===== src/rtl/lfsr_rr_scheduler.sv =====
// -----------------------------------------------------------------------------
// lfsr_rr_scheduler
//
// Shares one external 22-bit LFSR among N_REQ requesters. A winner is picked
// round robin in IDLE. The scheduler pulses the LFSR shift enable for STEPS
// cycles and then delivers the fresh LFSR word, tagged with the winner id.
// It also counts LFSR period wraps, seen as rising edges of lfsr_max_tick.
//
// Parameters
//   N_REQ  number of requesters (2..8)
//   STEPS  LFSR shifts per delivered word (1..255)
//   IDW    width of rid; 2**IDW must be >= N_REQ
//
// Ports
//   clk            system clock, rising edge
//   rst_n          synchronous reset, active HIGH (despite the name)
//   req            level request per requester, sampled only in IDLE
//   lfsr_q         current LFSR state
//   lfsr_max_tick  LFSR period-complete flag
//   lfsr_sh_en     LFSR shift enable, high in every SHIFT cycle
//   lfsr_rst       LFSR reseed; high in reset and for one cycle after release
//   gnt            one-hot grant, valid with rvalid
//   rdata          delivered word; holds its value until the next delivery
//   rvalid         one-cycle delivery strobe
//   rid            index of the granted requester, valid with rvalid
//   busy           high in SHIFT and DELIVER
//   wrap_cnt       saturating count of LFSR period wraps
//
// Build option
//   LFSR_SCHED_PRIO_EN  When this is defined, requester 0 has fixed top
//                       priority and does not move the round-robin pointer.
//                       Requesters 1..N_REQ-1 rotate among themselves.
// -----------------------------------------------------------------------------
module lfsr_rr_scheduler #(
    parameter int N_REQ = 4,
    parameter int STEPS = 1,
    parameter int IDW   = 3
) (
    input  logic             clk,
    input  logic             rst_n,
    input  logic [N_REQ-1:0] req,
    input  logic [21:0]      lfsr_q,
    input  logic             lfsr_max_tick,
    output logic             lfsr_sh_en,
    output logic             lfsr_rst,
    output logic [N_REQ-1:0] gnt,
    output logic [21:0]      rdata,
    output logic             rvalid,
    output logic [IDW-1:0]   rid,
    output logic             busy,
    output logic [7:0]       wrap_cnt
);

    localparam logic [7:0]     STEPS_L  = STEPS[7:0];
    localparam logic [IDW-1:0] LAST_RST = IDW'(N_REQ - 1);

    typedef enum logic [1:0] {
        IDLE    = 2'd0,
        SHIFT   = 2'd1,
        DELIVER = 2'd2
    } state_t;

    // -------------------------------------------------------------------------
    // State
    // -------------------------------------------------------------------------
    state_t           state_q, state_d;
    logic [IDW-1:0]   last_q, last_d;          // last round-robin winner
    logic [IDW-1:0]   winner_q, winner_d;      // requester being served
    logic             upd_last_q, upd_last_d;  // winner moves the pointer
    logic [7:0]       step_cnt_q, step_cnt_d;  // shifts still to issue
    logic [21:0]      rdata_q, rdata_d;        // word from the last delivery
    logic             tick_prev_q, tick_prev_d;
    logic [7:0]       wrap_cnt_q, wrap_cnt_d;
    logic             lfsr_rst_q, lfsr_rst_d;

    // -------------------------------------------------------------------------
    // Round-robin search
    // The search starts at last_q+1 and wraps around. It runs as two passes
    // over the request vector: first the lowest set index above last_q, then
    // the lowest set index at or below last_q.
    // -------------------------------------------------------------------------
    logic [N_REQ-1:0] rr_req;
    logic [IDW-1:0]   idx_hi, idx_lo, rr_idx;
    logic             found_hi, found_lo, rr_found;

    always_comb begin
        rr_req = req;
`ifdef LFSR_SCHED_PRIO_EN
        // Requester 0 is handled by the fixed-priority path, so it is
        // removed from the rotation.
        rr_req[0] = 1'b0;
`endif
        idx_hi   = '0;
        idx_lo   = '0;
        found_hi = 1'b0;
        found_lo = 1'b0;
        // The loop runs downward, so the last write is the lowest set index.
        for (int j = N_REQ - 1; j >= 0; j--) begin
            if (rr_req[j]) begin
                if (j > int'(last_q)) begin
                    idx_hi   = IDW'(j);
                    found_hi = 1'b1;
                end else begin
                    idx_lo   = IDW'(j);
                    found_lo = 1'b1;
                end
            end
        end
        rr_idx   = found_hi ? idx_hi : idx_lo;
        rr_found = found_hi | found_lo;
    end

    // -------------------------------------------------------------------------
    // Next-state logic
    // -------------------------------------------------------------------------
    always_comb begin
        state_d    = state_q;
        last_d     = last_q;
        winner_d   = winner_q;
        upd_last_d = upd_last_q;
        step_cnt_d = step_cnt_q;
        rdata_d    = rdata_q;

        unique case (state_q)
            IDLE: begin
`ifdef LFSR_SCHED_PRIO_EN
                if (req[0]) begin
                    winner_d   = '0;
                    upd_last_d = 1'b0;
                    step_cnt_d = STEPS_L;
                    state_d    = SHIFT;
                end else if (rr_found) begin
                    winner_d   = rr_idx;
                    upd_last_d = 1'b1;
                    step_cnt_d = STEPS_L;
                    state_d    = SHIFT;
                end
`else
                if (rr_found) begin
                    winner_d   = rr_idx;
                    upd_last_d = 1'b1;
                    step_cnt_d = STEPS_L;
                    state_d    = SHIFT;
                end
`endif
            end

            SHIFT: begin
                step_cnt_d = step_cnt_q - 8'd1;
                if (step_cnt_q == 8'd1) begin
                    state_d = DELIVER;
                    // The pointer moves only on entry to DELIVER. A reset
                    // during SHIFT therefore leaves no trace of the grant.
                    if (upd_last_q) begin
                        last_d = winner_q;
                    end
                end
            end

            DELIVER: begin
                // LFSR does not shift in DELIVER, so lfsr_q is stable here.
                rdata_d = lfsr_q;
                state_d = IDLE;
            end

            default: begin
                state_d = IDLE;
            end
        endcase
    end

    // -------------------------------------------------------------------------
    // Wrap monitor and LFSR reseed
    // -------------------------------------------------------------------------
    always_comb begin
        tick_prev_d = lfsr_max_tick;
        wrap_cnt_d  = wrap_cnt_q;
        if (lfsr_max_tick && !tick_prev_q && (wrap_cnt_q != 8'hFF)) begin
            wrap_cnt_d = wrap_cnt_q + 8'd1;
        end
        // Registered copy of reset. This keeps the LFSR reseeding for one
        // cycle after release, so the first grant starts from the seed.
        lfsr_rst_d = rst_n;
    end

    // -------------------------------------------------------------------------
    // Registers
    // -------------------------------------------------------------------------
    always_ff @(posedge clk) begin
        if (rst_n) begin
            state_q     <= IDLE;
            last_q      <= LAST_RST;
            winner_q    <= '0;
            upd_last_q  <= 1'b0;
            step_cnt_q  <= '0;
            rdata_q     <= '0;
            tick_prev_q <= 1'b0;
            wrap_cnt_q  <= '0;
            lfsr_rst_q  <= 1'b1;
        end else begin
            state_q     <= state_d;
            last_q      <= last_d;
            winner_q    <= winner_d;
            upd_last_q  <= upd_last_d;
            step_cnt_q  <= step_cnt_d;
            rdata_q     <= rdata_d;
            tick_prev_q <= tick_prev_d;
            wrap_cnt_q  <= wrap_cnt_d;
            lfsr_rst_q  <= lfsr_rst_d;
        end
    end

    // -------------------------------------------------------------------------
    // Outputs: decoded from the state register, or taken straight from flops
    // -------------------------------------------------------------------------
    genvar gi;
    generate
        for (gi = 0; gi < N_REQ; gi++) begin : g_gnt
            assign gnt[gi] = (state_q == DELIVER) && (winner_q == IDW'(gi));
        end
    endgenerate

    assign lfsr_sh_en = (state_q == SHIFT);
    assign rvalid     = (state_q == DELIVER);
    assign busy       = (state_q == SHIFT) || (state_q == DELIVER);
    assign rid        = (state_q == DELIVER) ? winner_q : '0;
    assign wrap_cnt   = wrap_cnt_q;
    assign lfsr_rst   = lfsr_rst_q;

    // The last SHIFT cycle's shift lands in the LFSR register at the edge
    // that enters DELIVER. The word is therefore read from lfsr_q (which is
    // itself a register) while rvalid is high, and rdata_q holds it after.
    assign rdata = (state_q == DELIVER) ? lfsr_q : rdata_q;

endmodule


===== config.mk =====
export PLATFORM = sky130hd
export DESIGN_NAME = lfsr_rr_scheduler
export DESIGN_NICKNAME = d
export VERILOG_FILES = /design/src/rtl/lfsr_rr_scheduler.sv
export SDC_FILE = /design/constraint.sdc
export NUM_CORES = 1
export LEC_CHECK = 0
export CAP_MARGIN = 20
export CORE_MARGIN = 4
export CORE_UTILIZATION = 30
export CTS_CLUSTER_DIAMETER = 120
export DETAILED_ROUTE_END_ITERATION = 8
export PLACE_DENSITY = 0.54
export RECOVER_POWER = 50
export SLEW_MARGIN = 20
export SYNTH_ARGS = -nofsm -noshare
export SYNTH_HDL_FRONTEND = slang
export SYNTH_SLANG_ARGS = --single-unit

===== constraint.sdc =====
create_clock -name clk -period 4.9 [get_ports clk]
set_input_delay 1.225 -clock clk [delete_from_list [all_inputs] [get_ports clk]]
set_output_delay 1.225 -clock clk [all_outputs]
set_load 0.01 [all_outputs]

==> flow_metrics.env <==
export IMPL_status="finished clean"
export IMPL_start_kind="input port"
export IMPL_synth_nets=260
export IMPL_yosysMostFrequentCell="dfxtp_1"
export IMPL_cpPeakStageDelay_ns=0.51
export IMPL_synth_top_cell_area_share_pct=43.85
export IMPL_die_h_um=92.58
export IMPL_syn_avg_cell_area_sq_um=9.537
export IMPL_synth_seq_cells=47
export IMPL_min_path_cells=2
export IMPL_cpMaxStageDelayCell="clkdlybuf4s50_1"
export IMPL_worstHoldStart="wrap_cnt[6]"
export IMPL_setup_violations=0
export IMPL_dpl_hpwl_um=3595
export IMPL_pwr_share_seq_pct=40.4
export IMPL_multi_input_area_sq_mm=0.001116
export IMPL_wl_um=4945
export IMPL_synth_edf_count=0
export IMPL_ys_top_cells_by_area="dfxtp_1 44%, mux2_2 12%, and2_1 7.3%"
export IMPL_synth_common_cells="47 x dfxtp_1, 25 x and2_1, 23 x mux2_2, 18 x nor2_1, 12 x inv_1"
export IMPL_drt_initial_drc_count=40
export IMPL_r2r_end="step_cnt_q[7]"
export IMPL_async_reset_ff_share_pct=0
export IMPL_setup_slack_ns=1.268
export IMPL_synthToLayoutAreaGrowth_pct=39.77
export IMPL_nets=328
export IMPL_p_int_uw=780.1
export IMPL_ys_types=41
export IMPL_antenna_found_initial=0
export IMPL_powerDensity_mw_per_mm2=389.6
export IMPL_seq_area_frac_synth_pct=43.85
export IMPL_maxCapViolations=0
export IMPL_tritoncts="done"
export IMPL_rows=30
export IMPL_ant_nets=0
export IMPL_routedWlPerCell_um=12.68
export IMPL_worst_pin_slew_ns=0.9660
export IMPL_nFillCells=706
export IMPL_reg2regPathDepth=6
export IMPL_clock_latency_ns=0.29
export IMPL_hold_path_class="reg2reg"
export IMPL_combPwrFrac_pct=40.3
export IMPL_crit_type="in2out"
export IMPL_r2r_start="state_q[0]"
export IMPL_ios=70
export IMPL_first_pass_iters=4
export IMPL_cts_root_buf="clkbuf_8"
export IMPL_drive_gt1_share_pct=11.56
export IMPL_p_switching_uw=388.4
export IMPL_hold_viol=0
export IMPL_peakVddDrop_v=0.0001347
export IMPL_tns_ns=0
export IMPL_preCtsSetupSlack_ns=1.273
export IMPL_fin_crit_ns=3.632
export IMPL_grt_usage_pct=11.55
export IMPL_cts_sinks=47
export IMPL_cts_resized=0
export IMPL_seqCellArea_sq_um=940.9
export IMPL_grt_pass1_vias=1701
export IMPL_regToRegSetupSlack_ns=2.75
export IMPL_timing_final_crit_share_pct=74.12
export IMPL_grt_max_degree=29
export IMPL_slew_violations=0
export IMPL_yosysWarnings=0
export IMPL_die_x_um=92.58
export IMPL_post_cts_buffers=0
export IMPL_hold_path_endpoint="wrap_cnt[6]"
export IMPL_clkTransAtPathRegs_ns=0.08
export IMPL_overflow=0
export IMPL_core_sq_mm=0.006869
export IMPL_yosys_area_top_type="dfxtp_1"
export IMPL_crit_start="lfsr_q[19]"
export IMPL_worst_path_most_repeated_cell="clkdlybuf4s50_1"
export IMPL_grt_setup_unrepaired="no"
export IMPL_dr_total_vias=1782
export IMPL_synth_ff_type="dfxtp_1"
export IMPL_crit_path_cell_trace="clkdlybuf4s50_1 -> mux2_2 -> clkdlybuf4s50_1"
export IMPL_viasPerCell=4.569
export IMPL_synth_area_sq_mm=0.002146
export IMPL_hold_slack_ns=0.4981
export IMPL_design_die_area_sq_mm=0.008570
export IMPL_p_leak_nw=1.169
export IMPL_max_slew_margin_pct=35.60
export IMPL_crit_fanout=2
export IMPL_fin_skew_ns=0.008006
export IMPL_grt_pass1_wl_um=8031
export IMPL_ctsHoldBuffers=0
export IMPL_port_buffer_count=68
export IMPL_cts_buffer_depth=2
export IMPL_htree_levels=2
export IMPL_worst_ep_arrival_time_ns=2.41
export IMPL_diodes=0
export IMPL_fmax_mhz=275.3
export IMPL_cp_required_ns=3.67
export IMPL_p_clk_share_pct=19.3
export IMPL_cts_buffers=5
export IMPL_start_util_pct=31.24
export IMPL_p_sw_share_pct=33.24
export IMPL_critPathCaptureType="primary output"
export IMPL_drc=0
export IMPL_gp_congestion=0.7313
export IMPL_syn_inst=225
worst max-delay path: cells and delay by family:
| family | cells | cell delay, ns |
|---|---|---|
| multiplexers | 1 | 0.27 |
| buffers and inverters | 2 | 0.91 |
cells in the final DEF, fill, tap and decap left out, drive strengths merged, types with 2 or more instances in the layout:
cell	instances
nor4	2
clkdlybuf4s50	56
and2	25
o21a	2
o31ai	5
a211oi	2
ha	6
nand2	6
or4	5
or3	2
a2111oi	5
nand2b	3
xor2	2
nand3	6
inv	12
a21oi	7
nor3	2
nor2	18
or2	2
and3	3
nand4	3
o21ai	7
dlygate4sd3	12
clkbuf	9
xnor2	5
dfxtp	47
nor2b	4
mux2	23
per-stage QoR:
stage          util, %  area (sq um)  std cells  power (mW)
2_1_floorplan        -          2146        225      0.7869
3_3_place_gp     42.59          2925        382      0.9544
3_5_place_dp     42.59          2925        382      0.9578
4_1_cts          43.77          3007        390       1.190
5_1_grt          43.66          2999        390       1.254
6_report         43.66          2999        390       1.168
power by group through the flow:
stage                     Combinational, mW  Clock (mW)  Sequential [mW]
after floorplan                       0.314           0            0.473
after global placement                0.473           0            0.481
after detailed placement              0.476           0            0.482
after CTS                             0.478       0.239            0.473
after global routing                  0.520       0.251            0.483
final                                 0.471       0.226            0.472
state kept, by name, summed over array words and instances, names as in the netlist:
name / cells
wrap_cnt: 8
last_q: 2
tick_prev_q: 1
upd_last_q: 1
lfsr_rst: 1
winner_q: 2
rdata_q: 22
step_cnt_q: 8
state_q: 2
worst max-delay path by stage:
stage,endpoint,slack (ns),cells after the start
floorplan,rdata[10],1.99,5
global placement,rdata[15],1.28,3
detailed placement,rdata[19],1.27,3
CTS,rdata[19],1.27,3
global route,rdata[19],1.24,3
finish,rdata[19],1.27,3
layout make-up:
cell class | instances | share of cell area [%]
clock buffers | 7 | 2.545
clock inverters | 1 | 0.1669
repair buffers | 71 | 23.20
multi-input cells | 156 | 37.21
well taps | 96 | 4.005
flip-flops and latches | 47 | 31.37
inverters | 12 | 1.502
routing by layer:
metal,part of all wire [%],track usage (%),wire length [um]
met1,48,14.98,2358
met2,43,18.25,2137
met3,8.1,3.818,401
met4,0.97,3.342,48
met5,0,0,0
kinds of logic (layout without fill, tap and decap cells):
family | Yosys count | after routing | share of synthesized area (%)
xor gates and xnor gates | 7 | 7 | 2.857
muxes | 24 | 24 | 12.54
DFF | 47 | 47 | 43.85
other | 1 | 1 | 0.1748
buffers and inverters | 22 | 91 | 4.140
adders and majority gates | 6 | 6 | 3.498
and+or+nand+nor | 83 | 83 | 21.75
AOI/OAI and AO/OA | 35 | 35 | 11.20
No activity file was read; power rests on OpenSTA's default activity.
